### src/rtl/pg_share_encoder.sv
// -----------------------------------------------------------------------------
// pg_share_encoder
//
// Producer-side masking encoder for the masked propagate/generate stage.
// Splits plaintext operands a and b into first-order Boolean shares
// (a = a0 ^ a1, b = b0 ^ b1) and pairs every share set with a fresh refresh
// mask rN. All masks come from an internal free-running Fibonacci LFSR.
//
// Handshake (both sides): a beat transfers on a rising edge where valid and
// ready are both high. A source holds valid and its data stable until the beat
// transfers. o_rdy depends only on the FSM state, o_vld and i_rdy (never on
// i_vld), and there is exactly one output register stage between them.
//
// Ports
//   i_clk        clock, all state on the rising edge
//   i_rst        synchronous active-high reset
//   i_seed       (PG_RESEED_EN only) new LFSR value; 0 is replaced by SEED
//   i_seed_vld   (PG_RESEED_EN only) load i_seed and re-enter warm-up
//   i_a, i_b     plaintext operands
//   i_vld        input valid
//   o_rdy        input ready
//   o_a0, o_a1   shares of a (a ^ ma, ma)
//   o_b0, o_b1   shares of b (b ^ mb, mb)
//   o_rN         fresh refresh mask, one bit per bit-slice
//   o_vld        output valid
//   i_rdy        downstream ready
//   o_dbg_state  FSM state (0 = WARM, 1 = RUN)
//
// Configuration macro: PG_RESEED_EN adds the runtime reseed ports. Without it
// the LFSR is reloaded only by i_rst.
// -----------------------------------------------------------------------------
module pg_share_encoder #(
  parameter int          WIDTH  = 8,
  parameter int          LFSR_W = 32,
  parameter logic [31:0] SEED   = 32'hACE1_2468,
  parameter int          WARMUP = 16
) (
  input  logic              i_clk,
  input  logic              i_rst,
`ifdef PG_RESEED_EN
  input  logic [LFSR_W-1:0] i_seed,
  input  logic              i_seed_vld,
`endif
  input  logic [WIDTH-1:0]  i_a,
  input  logic [WIDTH-1:0]  i_b,
  input  logic              i_vld,
  output logic              o_rdy,
  output logic [WIDTH-1:0]  o_a0,
  output logic [WIDTH-1:0]  o_a1,
  output logic [WIDTH-1:0]  o_b0,
  output logic [WIDTH-1:0]  o_b1,
  output logic [WIDTH-1:0]  o_rN,
  output logic              o_vld,
  input  logic              i_rdy,
  output logic              o_dbg_state
);

  // Maximal-length tap masks; bit k-1 set for each term x^k of the polynomial.
  localparam logic [63:0] TAPS64 =
      (LFSR_W == 24) ? 64'h0000_0000_00E1_0000 :  // x^24+x^23+x^22+x^17+1
      (LFSR_W == 32) ? 64'h0000_0000_8020_0003 :  // x^32+x^22+x^2+x+1
      (LFSR_W == 48) ? 64'h0000_C000_0018_0000 :  // x^48+x^47+x^21+x^20+1
      (LFSR_W == 64) ? 64'hD800_0000_0000_0000 :  // x^64+x^63+x^61+x^60+1
                       64'h0;
  localparam logic [LFSR_W-1:0] TAPS   = LFSR_W'(TAPS64);
  localparam logic [LFSR_W-1:0] SEED_W = LFSR_W'(SEED);
  localparam int                CNT_W  = $clog2(WARMUP + 1);
  localparam logic [CNT_W-1:0]  WARM_LAST = CNT_W'(WARMUP - 1);

  // Elaboration-time parameter sanity.
  if (LFSR_W < 3 * WIDTH) begin : g_bad_width
    $error("pg_share_encoder: LFSR_W must be >= 3*WIDTH");
  end
  if (TAPS64 == 64'h0) begin : g_bad_taps
    $error("pg_share_encoder: no tap set for this LFSR_W (use 24, 32, 48 or 64)");
  end
  if (SEED_W == '0) begin : g_bad_seed
    $error("pg_share_encoder: SEED truncated to LFSR_W must be nonzero");
  end
  if (WARMUP < 1) begin : g_bad_warmup
    $error("pg_share_encoder: WARMUP must be >= 1");
  end

  typedef enum logic {
    ST_WARM = 1'b0,
    ST_RUN  = 1'b1
  } state_t;

  state_t             state_q, state_d;
  logic [CNT_W-1:0]   warm_cnt_q;
  logic [LFSR_W-1:0]  lfsr_q, lfsr_step;
  logic               reseed;
  logic [LFSR_W-1:0]  reseed_val;
  logic [WIDTH-1:0]   ma, mb, mr;
  logic               accept;
  logic               drain;

`ifdef PG_RESEED_EN
  assign reseed     = i_seed_vld;
  assign reseed_val = (i_seed == '0) ? SEED_W : i_seed;
`else
  assign reseed     = 1'b0;
  assign reseed_val = SEED_W;
`endif

  // An all-zero LFSR would lock up; it is only reachable by a fault, so the
  // guard simply restarts the sequence from SEED.
  assign lfsr_step = (lfsr_q == '0) ? SEED_W
                                    : {lfsr_q[LFSR_W-2:0], ^(lfsr_q & TAPS)};

  // Masks are taken from the current (pre-step) LFSR value.
  assign ma = lfsr_q[WIDTH-1:0];
  assign mb = lfsr_q[2*WIDTH-1:WIDTH];
  assign mr = lfsr_q[3*WIDTH-1:2*WIDTH];

  // LFSR steps every cycle, including warm-up and stalls.
  always_ff @(posedge i_clk) begin
    if (i_rst) begin
      lfsr_q <= SEED_W;
    end else if (reseed) begin
      lfsr_q <= reseed_val;
    end else begin
      lfsr_q <= lfsr_step;
    end
  end

  // FSM state register and warm-up counter.
  always_ff @(posedge i_clk) begin
    if (i_rst || reseed) begin
      state_q    <= ST_WARM;
      warm_cnt_q <= '0;
    end else begin
      state_q <= state_d;
      if (state_q == ST_WARM && warm_cnt_q != WARM_LAST) begin
        warm_cnt_q <= warm_cnt_q + 1'b1;
      end
    end
  end

  // Next state and input ready.
  always_comb begin
    state_d = state_q;
    o_rdy   = 1'b0;
    case (state_q)
      ST_WARM: begin
        if (warm_cnt_q == WARM_LAST) begin
          state_d = ST_RUN;
        end
      end
      ST_RUN: begin
        o_rdy = ~o_vld | i_rdy;
      end
      default: begin
        state_d = ST_WARM;
      end
    endcase
  end

  assign o_dbg_state = (state_q == ST_RUN);

  assign accept = i_vld & o_rdy;
  assign drain  = o_vld & i_rdy;

  // Output share registers. Plaintext is XORed with its mask before it reaches
  // any flop, so no register ever holds an unmasked operand.
  always_ff @(posedge i_clk) begin
    if (i_rst) begin
      o_a0  <= '0;
      o_a1  <= '0;
      o_b0  <= '0;
      o_b1  <= '0;
      o_rN  <= '0;
      o_vld <= 1'b0;
    end else if (accept) begin
      o_a0  <= i_a ^ ma;
      o_a1  <= ma;
      o_b0  <= i_b ^ mb;
      o_b1  <= mb;
      o_rN  <= mr;
      o_vld <= 1'b1;
    end else if (drain) begin
      o_vld <= 1'b0;
    end
  end

endmodule

### config.mk
export PLATFORM = sky130hd
export DESIGN_NAME = pg_share_encoder
export DESIGN_NICKNAME = d
export VERILOG_FILES = /design/src/rtl/pg_share_encoder.sv
export SDC_FILE = /design/constraint.sdc
export NUM_CORES = 1
export LEC_CHECK = 0
export CORE_ASPECT_RATIO = 0.8
export CORE_UTILIZATION = 51
export DETAILED_ROUTE_END_ITERATION = 6
export PLACE_DENSITY = 0.79
export SLEW_MARGIN = 20
export SYNTH_ARGS = -nofsm -noshare
export SYNTH_HDL_FRONTEND = slang
export SYNTH_SLANG_ARGS = --single-unit
### constraint.sdc
create_clock -name i_clk -period 2 [get_ports i_clk]
set_input_delay 0.3 -clock i_clk [delete_from_list [all_inputs] [get_ports i_clk]]
set_output_delay 0.3 -clock i_clk [all_outputs]
set_load 0.01 [all_outputs]
Yosys cells after proc, flatten, opt, wreduce, memory -nomap -nowiden. Cells that the tools add are included. W data, S select, Z words.

Bitwise gates (word level): 7. $lt $le $gt $ge: 0. Mux-type cells: 5. Reductions and logical operators: 5. Add/subtract/negate cells: 1. Multipliers: 0. Shift operators: 0. Div/mod/pow operators: 0. Equality and inequality tests: 2.

Operators by type and width (count): $logic_not A32 Y1 (1); $reduce_xor A32 Y1 (1); $xor A8 B8 Y8 (2); $add A5 B1 Y5 const B (1); $eq A5 B4 Y1 const B (1); $mux W1 (5); $ne A5 B4 Y1 const B (1); $and A1 B1 Y1 (2); $not A1 Y1 (2); $reduce_bool A2 Y1 (1); $reduce_or A2 Y1 (1); $logic_and A1 B1 Y1 (1); $or A1 B1 Y1 (1).

ROM bits: 0. Output and inout port bits: 43. Memories kept: 0. Bits of input ports: 20. Flip-flop bits (word level): 79. Latch bits: 0. Memory bits (writable): 0.

Longest topological paths before layout.
Word-level depth: 5. Gate-level depth with buffers: 6. Depth with buffers taken out: 6.

Worst setup path before layout. Ideal clock, no wire load.

Path type: register -> register. Start: register warm_cnt_q[0]. End: register warm_cnt_q[3]. Cell stages (with the launch flop): 6. Required time: 1.929 ns. Buffers on the path: 0. Slack: 0.460 ns. Arrival time: 1.469 ns. Cells stage by stage: dfxtp_1 > ha_1 > and3_1 > ha_1 > or4_1 > a21oi_1.

Cells in the longest elaborated chain, start to end: 2.

RTL lines: from (decl) (RTL line 90) `logic [CNT_W-1:0] warm_cnt_q;`; from (signal assigned) (RTL line 135) `warm_cnt_q <= warm_cnt_q + 1'b1;`; parallel branches: the longest is 2 deep, another holds $add A5 B1 Y5.

Several ways; the timed one is not identified. A chain may end at the register's enable or synchronous reset.

Worst setup path after layout.
Start: register state_q (netlist: o_dbg_state). End: output port o_dbg_state.

RTL lines: from (decl) (RTL line 89) `state_t state_q, state_d;`; from (signal assigned) (RTL line 133) `state_q <= state_d;`; to (decl) (RTL line 55) `output logic o_dbg_state`.

No word-level cell between the ends.

==> metrics.yaml <==
viasPerCell: 5.87
initial_core_util_pct: 53.2
clock_path_buffers: 2
cts-resized-gates: 0
slew-limit-headroom_pct: 44.2
ys_top_cells_by_area: "dfxtp_1 50%, o31ai_1 5.9%, xnor2_1 5.5%"
antenna_found_initial: 0
cts_sinks: 79
slew_violations: 0
drc: 0
drv_cap: 0
worstReg2RegEnd: "lfsr_q[21]"
setup_tns_ps: 0
grt_pass1_vias: 2587
ys_seq_elements: 79
netlist_area_um2: 3180
r2r-start: "lfsr_q[0]"
area_growth_pct: 29.4
ant_nets: 0
cp.required_ps: 1700
timing.reg2reg.setup_slack_ps: 310
die_w_um: 90.2
path_class: "reg -> out"
core_area_um2: 5970
pwr_density_cell_nw_per_um2: 857
max_freq_mhz: 527
cp_max_fo: 22
die_area_um2: 6550
p_sw_w: 0.000767
async_reset_ff_share_pct: 0
antenna_cells: 0
cts_buffers: 9
yosys.area.top_type: "dfxtp_1"
hold_class: "in -> reg"
grt_pass1_wl_mm: 12.9
startpoint_type: "flip-flop"
r2r_cells: 6
fin_ws_ps: 102
leakagePower_nw: 1.38
finalWirelength_mm: 7.84
worst_pin_slew_ps: 836
period_share_pct: 94.9
synth_cell_types: 33
p_comb_share_pct: 7.2
yosysWarnings: 0
p_seq_share_pct: 48.1
hold_viol_final: 0
fillers: 447
worstPathArrival_ps: 1600
drive_gt1_share_pct: 13.0
grt_setup_unrepaired: "false"
final.setup_skew_ps: 3.39
hold_buffers: 0
synth_top_area_share_pct: 49.8
grt_max_degree: 58
period_minus_slack_ps: 1900
overflow: 0
row_count: 25
startpoint: "o_dbg_state"
finalPower_w: 0.00352
yosysSeqAreaShare_pct: 49.8
synth_flop_cell: "dfxtp_1"
root_buffer: "clkbuf_8"
fp.dieH_um: 72.6
grt_util_all_layers_pct: 25.7
h-tree-depth: 3
drtIter0Drc: 221
setup_viol: 0
clk_pin_slew_ps: 80
first_pass_iters: 4
cts_tree: "yes"
place_hpwl_mm: 4.97
endpoint: "o_dbg_state"
io_buffers: 62
place.gp.congestion: 0.776
syn-num-nets: 344
clkLatencyLatePin_ps: 350
syn_inst: 321
status: "finished clean"
p_clk_share_pct: 44.7
peakVddDrop_mv: 0.539
pre_cts_ws_ps: 163
vias: 2683
avgSynthCellArea_um2: 9.90
nets: 394
synth_edf_count: 0
cts_setup_buffers: 0
swShare_pct: 21.8
endpoint_kind: "output pin"
ios: 63
p_int_w: 0.00275
routedWlPerCell_um: 17.2
-- final cells by class --
cell class                      instances  area [µm²]  share of cell area (%)
Inverter                                6        22.5                   0.548
Clock buffer                           11         141                    3.44
Tap cell                               81         101                    2.47
Clock inverter                          5         129                    3.14
Sequential cell                        79        1580                    38.5
Multi-Input combinational cell        202        1420                    34.5
Timing Repair Buffer                   73         718                    17.5
-- synthesized netlist by cell type, types with 2 or more instances --
cell type / number
nor2_1: 19
a311oi_1: 16
a31oi_1: 16
nand4_1: 24
buf_6: 2
inv_1: 5
nand4_2: 2
nor2b_1: 17
o21ai_0: 4
buf_1: 5
clkbuf_1: 16
o31ai_1: 25
buf_2: 10
a21oi_1: 27
o211a_1: 3
dfxtp_1: 79
nor4_2: 5
ha_1: 3
xnor2_1: 20
o21ai_2: 10
-- cell families after synthesis --
family | share of synthesized area [%]
buf+inv | 5.71
fa+ha+maj | 1.18
compound gates | 22.3
simple gates | 15.5
flops | 49.8
xor+xnor | 5.51
-- critical path, cell delays in order, from the launching register on --
cell and delay [ps]:
dfxtp_1 370, buf_4 290, clkdlybuf4s50_1 590
-- registers in the layout (all words and copies together) (netlist names) --
name and cells:
lfsr_q 32, o_dbg_state 1, o_b0 8, warm_cnt_q 5, o_vld 1, o_a1 8, o_rN 8, o_b1 8
o_a0 8
-- how the worst min path moves through the flow --
| stage | start | to | slack [ps] | depth (start not counted) |
|---|---|---|---|---|
| final | i_rst | o_b0[5] | 400 | 3 |
| after detailed placement | lfsr_q[28] | lfsr_q[29] | 450 | 2 |
| after global placement | lfsr_q[28] | lfsr_q[29] | 430 | 2 |
| after CTS | i_rst | o_vld | 390 | 3 |
| after floorplan | lfsr_q[26] | lfsr_q[27] | 420 | 2 |
| after global routing | i_rst | lfsr_q[4] | 390 | 3 |
-- routing by layer --
| metal | share of wire [%] | GRT usage, % | up-vias | routed length [µm] |
|---|---|---|---|---|
| met5 | 0 | 0 | - | 0 |
| met3 | 5.6 | 7.19 | 7 | 439 |
| li1 | - | - | 1299 | - |
| met2 | 49 | 41.0 | 80 | 3810 |
| met1 | 45 | 34.2 | 1297 | 3500 |
| met4 | 1.1 | 8.06 | 0 | 87 |
-- power by group through the flow --
stage          logic, W  clock network, W  registers, W
3_5_place_dp   0.000250                 0       0.00173
6_report       0.000253           0.00157       0.00170
3_3_place_gp   0.000244                 0       0.00173
4_1_cts        0.000252           0.00158       0.00169
5_1_grt        0.000277           0.00167       0.00170
2_1_floorplan  0.000182                 0       0.00171
-- stage by stage --
stage / cells / area (µm²) / util [%] / hold slack [ps]
CTS: 457 / 4110 / 68.8 / 385
global placement: 441 / 3840 / 64.3 / 430
finish: 457 / 4110 / 68.8 / 396
global route: 457 / 4110 / 68.8 / 388
detailed placement: 441 / 3840 / 64.3 / 449
floorplan: 321 / 3180 / - / 421
-- layout by cell type, fill, tap and decap left out, drive strengths merged --
master and n:
dfxtp 79, clkdlybuf4s50 60, a21oi 27, nand4 26
o31ai 25, xnor2 20, nor2 20, nor2b 17
a31oi 16, a311oi 16, o21ai 14, buf 13
clkbuf 11, inv 6, nor4 6, bufinv 4
o211a 3, ha 3, and3 1, nor4b 1
nor3 1, nand3 1, or4 1, nor3b 1
nand2 1, nand2b 1, a211oi 1, clkinv 1
(Power assumes the default switching activity.)
